==> config.mk <==
export PLATFORM = sky130hd
export DESIGN_NAME = key_text_ctrl_flat
export DESIGN_NICKNAME = d
export VERILOG_FILES = /design/src/rtl/key_text_ctrl_if.sv /design/src/rtl/key_text_ctrl.sv /design/src/flat_wrapper.sv
export SDC_FILE = /design/constraint.sdc
export NUM_CORES = 1
export LEC_CHECK = 0
export CAP_MARGIN = 20
export CORE_ASPECT_RATIO = 0.5
export CORE_MARGIN = 1.5
export CORE_UTILIZATION = 30
export CTS_BUF_LIST = sky130_fd_sc_hd__clkbuf_16
export DETAILED_ROUTE_END_ITERATION = 8
export GPL_TIMING_DRIVEN = 0
export HOLD_SLACK_MARGIN = 0.1
export PLACE_DENSITY = 0.51
export SKIP_CTS_REPAIR_TIMING = 1
export SLEW_MARGIN = 0
export SYNTH_ARGS = -nofsm -noshare
export SYNTH_HDL_FRONTEND = slang
export SYNTH_SLANG_ARGS = --single-unit
==> constraint.sdc <==
create_clock -name clk -period 3.1 [get_ports clk]
set_clock_uncertainty 0.15 [all_clocks]
set_input_delay 0.62 -clock clk [delete_from_list [all_inputs] [get_ports clk]]
set_output_delay 0.62 -clock clk [all_outputs]
set_load 0.05 [all_outputs]
==> src/rtl/key_text_ctrl_if.sv <==
// Byte-receiver, ASCII-ROM and text-RAM write signals of the keyboard text sequencer.
// master = sequencer side, slave = receiver/ROM/RAM side.
interface key_text_ctrl_if #(parameter int AW = 12);
  logic          ps2_ready;
  logic [7:0]    ps2_data;
  logic          ps2_next;
  logic [7:0]    rom_addr;
  logic [7:0]    rom_data;
  logic          wr_en;
  logic [AW-1:0] wr_addr;
  logic [7:0]    wr_data;

  modport master (input  ps2_ready, ps2_data, rom_data,
                  output ps2_next, rom_addr, wr_en, wr_addr, wr_data);
  modport slave  (output ps2_ready, ps2_data, rom_data,
                  input  ps2_next, rom_addr, wr_en, wr_addr, wr_data);
endinterface

==> src/rtl/key_text_ctrl.sv <==
// key_text_ctrl: PS/2 scancode -> text-RAM sequencer with shift/caps and cursor.
// Optional macro KEY_TYPEMATIC_EN: auto-repeated make codes each produce a write;
// without it, a make equal to the last held key is dropped until its break arrives.
module key_text_ctrl #(
  parameter int COLS        = 70,
  parameter int ROWS        = 30,
  parameter int LINE_STRIDE = 128,
  parameter int AW          = 12
) (
  input  logic            clk,
  input  logic            clrn,
  key_text_ctrl_if.master bus,
  output logic [6:0]      cur_col,
  output logic [4:0]      cur_row,
  output logic            busy
);
  typedef enum logic [2:0] {S_IDLE, S_DECODE, S_LOOKUP, S_WAIT, S_WRITE} state_t;

  localparam logic [7:0]    K_BRK   = 8'hF0;
  localparam logic [7:0]    K_EXT   = 8'hE0;
  localparam logic [7:0]    K_LSH   = 8'h12;
  localparam logic [7:0]    K_RSH   = 8'h59;
  localparam logic [7:0]    K_CAPS  = 8'h58;
  localparam logic [7:0]    K_ENTER = 8'h5A;
  localparam logic [7:0]    K_BKSP  = 8'h66;
  localparam logic [6:0]    LAST_COL = 7'(COLS - 1);
  localparam logic [4:0]    LAST_ROW = 5'(ROWS - 1);
  localparam logic [AW-1:0] STRIDE_A = AW'(LINE_STRIDE);

  generate
    if (COLS > LINE_STRIDE || ROWS * LINE_STRIDE > (1 << AW)) begin : g_cfg_err
      $error("key_text_ctrl: text geometry does not fit in AW address bits");
    end
  endgenerate

  state_t          state_q, state_d;
  logic [7:0]      code_q, code_d, held_q, held_d, rom_addr_q, rom_addr_d;
  logic [7:0]      wr_data_q, wr_data_d, ch;
  logic            shift_q, shift_d, caps_q, caps_d, brk_q, brk_d, ext_q, ext_d;
  logic            ps2_next_q, ps2_next_d, wr_en_q, wr_en_d;
  logic [AW-1:0]   wr_addr_q, wr_addr_d;
  logic [6:0]      col_q, col_d;
  logic [4:0]      row_q, row_d, row_inc;
  logic            is_shift, repeat_key, make_ok, is_ctl;

  function automatic logic [AW-1:0] addr_of(input logic [6:0] c, input logic [4:0] r);
    addr_of = AW'(r) * STRIDE_A + AW'(c);
  endfunction

  // Key classification of the byte under decode
  always_comb begin
    is_shift = (code_q == K_LSH) || (code_q == K_RSH);
`ifdef KEY_TYPEMATIC_EN
    repeat_key = 1'b0;
`else
    repeat_key = (code_q == held_q);
`endif
    make_ok = !brk_q && !ext_q && (code_q != K_BRK) && (code_q != K_EXT) && !repeat_key;
    is_ctl  = (code_q == K_ENTER) || (code_q == K_BKSP);
    row_inc = (row_q == LAST_ROW) ? 5'd0 : row_q + 5'd1;
  end

  // State register
  always_ff @(posedge clk or negedge clrn) begin
    if (!clrn) state_q <= S_IDLE;
    else       state_q <= state_d;
  end

  // Next-state logic
  always_comb begin
    state_d = state_q;
    unique case (state_q)
      S_IDLE:   if (bus.ps2_ready) state_d = S_DECODE;
      S_DECODE: begin
        if (make_ok && is_ctl)                                   state_d = S_WRITE;
        else if (make_ok && !is_shift && code_q != K_CAPS)       state_d = S_LOOKUP;
        else                                                     state_d = S_IDLE;
      end
      S_LOOKUP: state_d = S_WAIT;
      S_WAIT:   state_d = (bus.rom_data == 8'h00) ? S_IDLE : S_WRITE;
      S_WRITE:  state_d = S_IDLE;
      default:  state_d = S_IDLE;
    endcase
  end

  // Datapath / output next values; outputs are registered so the write strobe
  // is high exactly while the FSM sits in WRITE
  always_comb begin
    code_d     = code_q;     held_d    = held_q;    rom_addr_d = rom_addr_q;
    shift_d    = shift_q;    caps_d    = caps_q;    brk_d      = brk_q;
    ext_d      = ext_q;      col_d     = col_q;     row_d      = row_q;
    wr_addr_d  = wr_addr_q;  wr_data_d = wr_data_q;
    ps2_next_d = 1'b0;       wr_en_d   = 1'b0;      ch         = bus.rom_data;
    unique case (state_q)
      S_IDLE: if (bus.ps2_ready) begin
        code_d     = bus.ps2_data;
        ps2_next_d = 1'b1;
      end
      S_DECODE: begin
        if (code_q == K_BRK)      brk_d = 1'b1;
        else if (code_q == K_EXT) ext_d = 1'b1;
        else if (brk_q) begin
          if (is_shift) shift_d = 1'b0;
`ifndef KEY_TYPEMATIC_EN
          if (code_q == held_q) held_d = 8'h00;
`endif
          brk_d = 1'b0;
          ext_d = 1'b0;
        end else if (ext_q) begin
          ext_d = 1'b0;
        end else if (!repeat_key) begin
`ifndef KEY_TYPEMATIC_EN
          held_d = code_q;
`endif
          if (is_shift)              shift_d = 1'b1;
          else if (code_q == K_CAPS) caps_d  = ~caps_q;
          else if (code_q == K_ENTER) begin
            wr_en_d   = 1'b1;
            wr_addr_d = addr_of(col_q, row_q);
            wr_data_d = 8'h00;
            col_d     = 7'd0;
            row_d     = row_inc;
          end else if (code_q == K_BKSP) begin
            // cursor steps back first; at (0,0) it stays and address 0 is blanked
            if (col_q != 7'd0) col_d = col_q - 7'd1;
            else if (row_q != 5'd0) begin
              col_d = LAST_COL;
              row_d = row_q - 5'd1;
            end
            wr_en_d   = 1'b1;
            wr_addr_d = addr_of(col_d, row_d);
            wr_data_d = 8'h00;
          end else begin
            rom_addr_d = code_q;
          end
        end
      end
      S_WAIT: if (bus.rom_data != 8'h00) begin
        if (ch >= 8'h61 && ch <= 8'h7A && (shift_q ^ caps_q)) ch = ch - 8'h20;
        wr_en_d   = 1'b1;
        wr_addr_d = addr_of(col_q, row_q);
        wr_data_d = ch;
        if (col_q == LAST_COL) begin
          col_d = 7'd0;
          row_d = row_inc;
        end else begin
          col_d = col_q + 7'd1;
        end
      end
      default: ;
    endcase
  end

  // Datapath registers
  always_ff @(posedge clk or negedge clrn) begin
    if (!clrn) begin
      code_q <= '0; held_q <= '0; rom_addr_q <= '0; wr_data_q <= '0; wr_addr_q <= '0;
      shift_q <= 1'b0; caps_q <= 1'b0; brk_q <= 1'b0; ext_q <= 1'b0;
      ps2_next_q <= 1'b0; wr_en_q <= 1'b0; col_q <= '0; row_q <= '0;
    end else begin
      code_q <= code_d; held_q <= held_d; rom_addr_q <= rom_addr_d;
      wr_data_q <= wr_data_d; wr_addr_q <= wr_addr_d;
      shift_q <= shift_d; caps_q <= caps_d; brk_q <= brk_d; ext_q <= ext_d;
      ps2_next_q <= ps2_next_d; wr_en_q <= wr_en_d; col_q <= col_d; row_q <= row_d;
    end
  end

  assign bus.ps2_next = ps2_next_q;
  assign bus.rom_addr = rom_addr_q;
  assign bus.wr_en    = wr_en_q;
  assign bus.wr_addr  = wr_addr_q;
  assign bus.wr_data  = wr_data_q;
  assign cur_col      = col_q;
  assign cur_row      = row_q;
  assign busy         = (state_q != S_IDLE);
endmodule

==> src/flat_wrapper.sv <==
// flat-port wrapper written by rule: the top's interface ports become plain ports
module key_text_ctrl_flat 
#(
  parameter int COLS        = 70,
  parameter int ROWS        = 30,
  parameter int LINE_STRIDE = 128,
  parameter int AW          = 12
)
  (clk, clrn, cur_col, cur_row, busy, bus_ps2_ready, bus_ps2_data, bus_rom_data, bus_ps2_next, bus_rom_addr, bus_wr_en, bus_wr_addr, bus_wr_data);
  key_text_ctrl_if #(.AW(AW)) bus_i ();
  input  logic clk;
  input  logic clrn;
  output logic [6:0] cur_col;
  output logic [4:0] cur_row;
  output logic busy;
  input wire logic [$bits(bus_i.ps2_ready)-1:0] bus_ps2_ready;
  input wire logic [$bits(bus_i.ps2_data)-1:0] bus_ps2_data;
  input wire logic [$bits(bus_i.rom_data)-1:0] bus_rom_data;
  output wire logic [$bits(bus_i.ps2_next)-1:0] bus_ps2_next;
  output wire logic [$bits(bus_i.rom_addr)-1:0] bus_rom_addr;
  output wire logic [$bits(bus_i.wr_en)-1:0] bus_wr_en;
  output wire logic [$bits(bus_i.wr_addr)-1:0] bus_wr_addr;
  output wire logic [$bits(bus_i.wr_data)-1:0] bus_wr_data;
  assign bus_i.ps2_ready = bus_ps2_ready;
  assign bus_i.ps2_data = bus_ps2_data;
  assign bus_i.rom_data = bus_rom_data;
  assign bus_ps2_next = bus_i.ps2_next;
  assign bus_rom_addr = bus_i.rom_addr;
  assign bus_wr_en = bus_i.wr_en;
  assign bus_wr_addr = bus_i.wr_addr;
  assign bus_wr_data = bus_i.wr_data;
  key_text_ctrl #(.COLS(COLS), .ROWS(ROWS), .LINE_STRIDE(LINE_STRIDE), .AW(AW)) u_core (.clk(clk), .clrn(clrn), .bus(bus_i), .cur_col(cur_col), .cur_row(cur_row), .busy(busy));
endmodule
==> metrics.txt <==
outcome finished clean; WS Path Type in -> reg; Peak VDD IR 601 uV; die height 79.1 microns; global placer's final weighted congestion 0.816; hpwl dp 6.12 mm; Clock Path Buffers 2; setup TNS 0 ns; clock-pin slew on the worst setup and hold paths 0.05 ns; Setup crit end u_core.cur_col[1]; H-tree depth 3; input/output buffers 61; worst hold slack between 0.2 and 0.25 ns; Row Count 27; count of pins over their slew limit 0; most frequent cells in the layout dfrtp_1 (65), clkdlybuf4s50_1 (60), nand2_1 (31); vias in the first global route 2704; layout cells sized above 1 14.4%; Reg-to-Reg End u_core.bus.wr_addr[9]; clk_lat worst skew 0.34 ns; non-filler cells, final between 500 and 600; asr flop ratio synth 100%; Initial Utilization about 31%; cells after synthesis around 350; Seq/Total Area, Yosys 46.9%; area delta synth->final 31.3%; most common cell after layout, fill and taps aside dfrtp_1; Finished Cell Area 0.00456 sq mm; worst reg2reg setup slack 0.38 ns; fill count 1122; first-pass GRT wire length between 10 and 15 mm; CTS tree yes; Synth cell types 61; startpoint types input port; Synth Flop Type dfrtp_1; Max FO, Critical Path 10; slowest stage delay, CP between 0.5 and 0.6 ns; grt ovf 0; FMAX approximately 370 MHz; Root Buffer clkbuf_16; worst reg2reg startpoint u_core.cur_col[0]; Die Area 0.0123 sq mm; Final #Nets 444; largest net degree at the start of global routing 66; synth warn 0; mean post-synth cell area 10.0 sq um; mapped cell area around 0.0035 sq mm; Worst Setup SP bus_rom_data[1]; slowest CP cell or4_1; Worst path depth 8; RSZ-0062 raised after global routing no; Worst Path Buf+Inv 2; Placed Area 0.00426 sq mm; number of synthesized flops with an enable pin 0; Critical Path RT 3.19 ns; gr usage total 15.0%; clk sinks 65; antenna diode count 0; Yosys reg bits 65; DRC 0; vias post-DR between 2000 and 3000; Leakage just under 2 nW; Crit. End Element register; Util after Layout 41.0%; Hold WC Path Type in -> async; DP Cell Count 552; min Tclk post-route 2.73 ns; Core ar. 0.0111 sq mm; crit-path cells clkdlybuf4s50_1 -> or4_1 -> nor2_1 -> a21oi_1 -> a31oi_4 -> buf_2 -> a31oi_1 -> o22ai_1; final setup vio count 0; Pwr Density between 1000 and 1500 mW/mm^2; drt initial violations 150; antenna violations before repair 0; WP data arrival 2.82 ns; Slew @ Worst Pin 1.02 ns; Via density 4.99; First-pass DRT Iterations 4; Die X 155 microns; DRT antenna net count 0; Final period util 88.0%; Synth Net Count 372; drt wl/cell 15.2 microns; worst r2r path cells 7; max-cap viol count 0; Post-Route WL roughly 8.6 mm; Rel. slew slack 30.7%; total CTS buffers 9; total I/O pin count 62; gate family responsible for the most delay along the worst path buffers and inverters; Hold Fails Final Rpt 0
==> flip-flops by register name, indices dropped and copies added (netlist names) <==
| register | count |
|---|---|
| u_core.cur_col | 7 |
| u_core.bus.wr_data | 8 |
| u_core.caps_q | 1 |
| u_core.brk_q | 1 |
| u_core.state_q | 3 |
| u_core.bus.wr_en | 1 |
| u_core.bus.wr_addr | 12 |
| u_core.held_q | 8 |
| u_core.code_q | 8 |
| u_core.cur_row | 5 |
| u_core.bus.rom_addr | 8 |
| u_core.bus.ps2_next | 1 |
| u_core.shift_q | 1 |
| u_core.ext_q | 1 |
==> area by class of cell <==
class	count	area (sq um)	share of cell area [%]
tap	145	181	3.98
inverter	14	52.6	1.15
buffer	21	100	2.20
multi-input combinational	246	1690	37.1
clock buffer	9	225	4.94
timing repair buffer	61	608	13.3
clock inverter	7	71.3	1.57
sequential	65	1630	35.7
==> cells by family (layout without fill, tap and decap cells) <==
group,Yosys count,in the layout,synth area share (%)
flops,65,65,46.9
buf+inv,35,112,4.40
compound gates,92,92,17.4
simple gates,107,107,16.9
fa+ha+maj,7,7,2.52
mux,27,27,8.69
xor+xnor,13,13,3.28
==> routing by layer <==
| layer | share of wire (%) | track usage [%] | vias to the layer above | wire (microns) |
|---|---|---|---|---|
| met2 | 45 | 22.5 | 53 | 3860 |
| met3 | 3.9 | 4.20 | 12 | 339 |
| met4 | 1.3 | 5.29 | 0 | 116 |
| met5 | 0 | 0 | - | 0 |
| li1 | - | - | 1388 | - |
| met1 | 50 | 20.7 | 1381 | 4320 |
==> per-stage QoR <==
stage | power, mW | setup slack (ns)
after floorplan | 3.61 | 0.400
after global placement | 4.54 | -1.14
after detailed placement | 4.54 | -0.0159
after CTS | 5.58 | 0.359
after global routing | 5.87 | 0.177
final | 5.52 | 0.373
==> cell usage after synthesis (2+ instances only) <==
cell	instances	area (sq um)
dfrtp_1	65	1630
nand2_1	31	116
mux2_2	25	282
o21ai_0	24	120
a21oi_1	20	100
nor2_1	19	71.3
inv_1	13	48.8
clkbuf_1	11	41.3
nor2b_1	9	56.3
xor2_1	9	78.8
buf_2	8	40.0
nand3_1	8	40.0
ha_1	7	87.6
nor3_1	7	35.0
a22o_1	6	52.6
a21o_1	5	37.5
o31ai_1	5	37.5
o211ai_1	4	30.0
o21ai_1	4	20.0
o22ai_1	4	25.0
or3_1	4	25.0
xnor2_1	4	35.0
a31oi_1	3	18.8
nand4_1	3	18.8
nor4_1	3	18.8
nor4b_1	3	26.3
a311oi_1	2	17.5
and3_1	2	12.5
and3b_1	2	17.5
mux2i_1	2	20.0
nor3b_1	2	15.0
o21a_1	2	15.0
or4_1	2	15.0
==> power by group <==
| part | internal (mW) | switching, mW | total, mW | leakage, nW |
|---|---|---|---|---|
| logic | 1.13 | 1.88 | 3.01 | 0.984 |
| registers | 1.22 | 0.278 | 1.50 | 0.810 |
| clock network | 0.620 | 0.384 | 1.00 | 0.137 |
==> how the worst min path moves through the flow <==
stage,start,endpoint,slack (ns),cells after the start
after floorplan,clrn,u_core.brk_q,0.17,0
after global placement,u_core.bus.wr_data[5],u_core.bus.wr_data[5],0.32,2
after detailed placement,u_core.bus.wr_data[5],u_core.bus.wr_data[5],0.32,2
after CTS,clrn,u_core.bus.wr_data[4],0.28,1
after global routing,clrn,u_core.bus.rom_addr[2],0.33,1
final,clrn,u_core.shift_q,0.23,1
(Power assumes the default switching activity.)
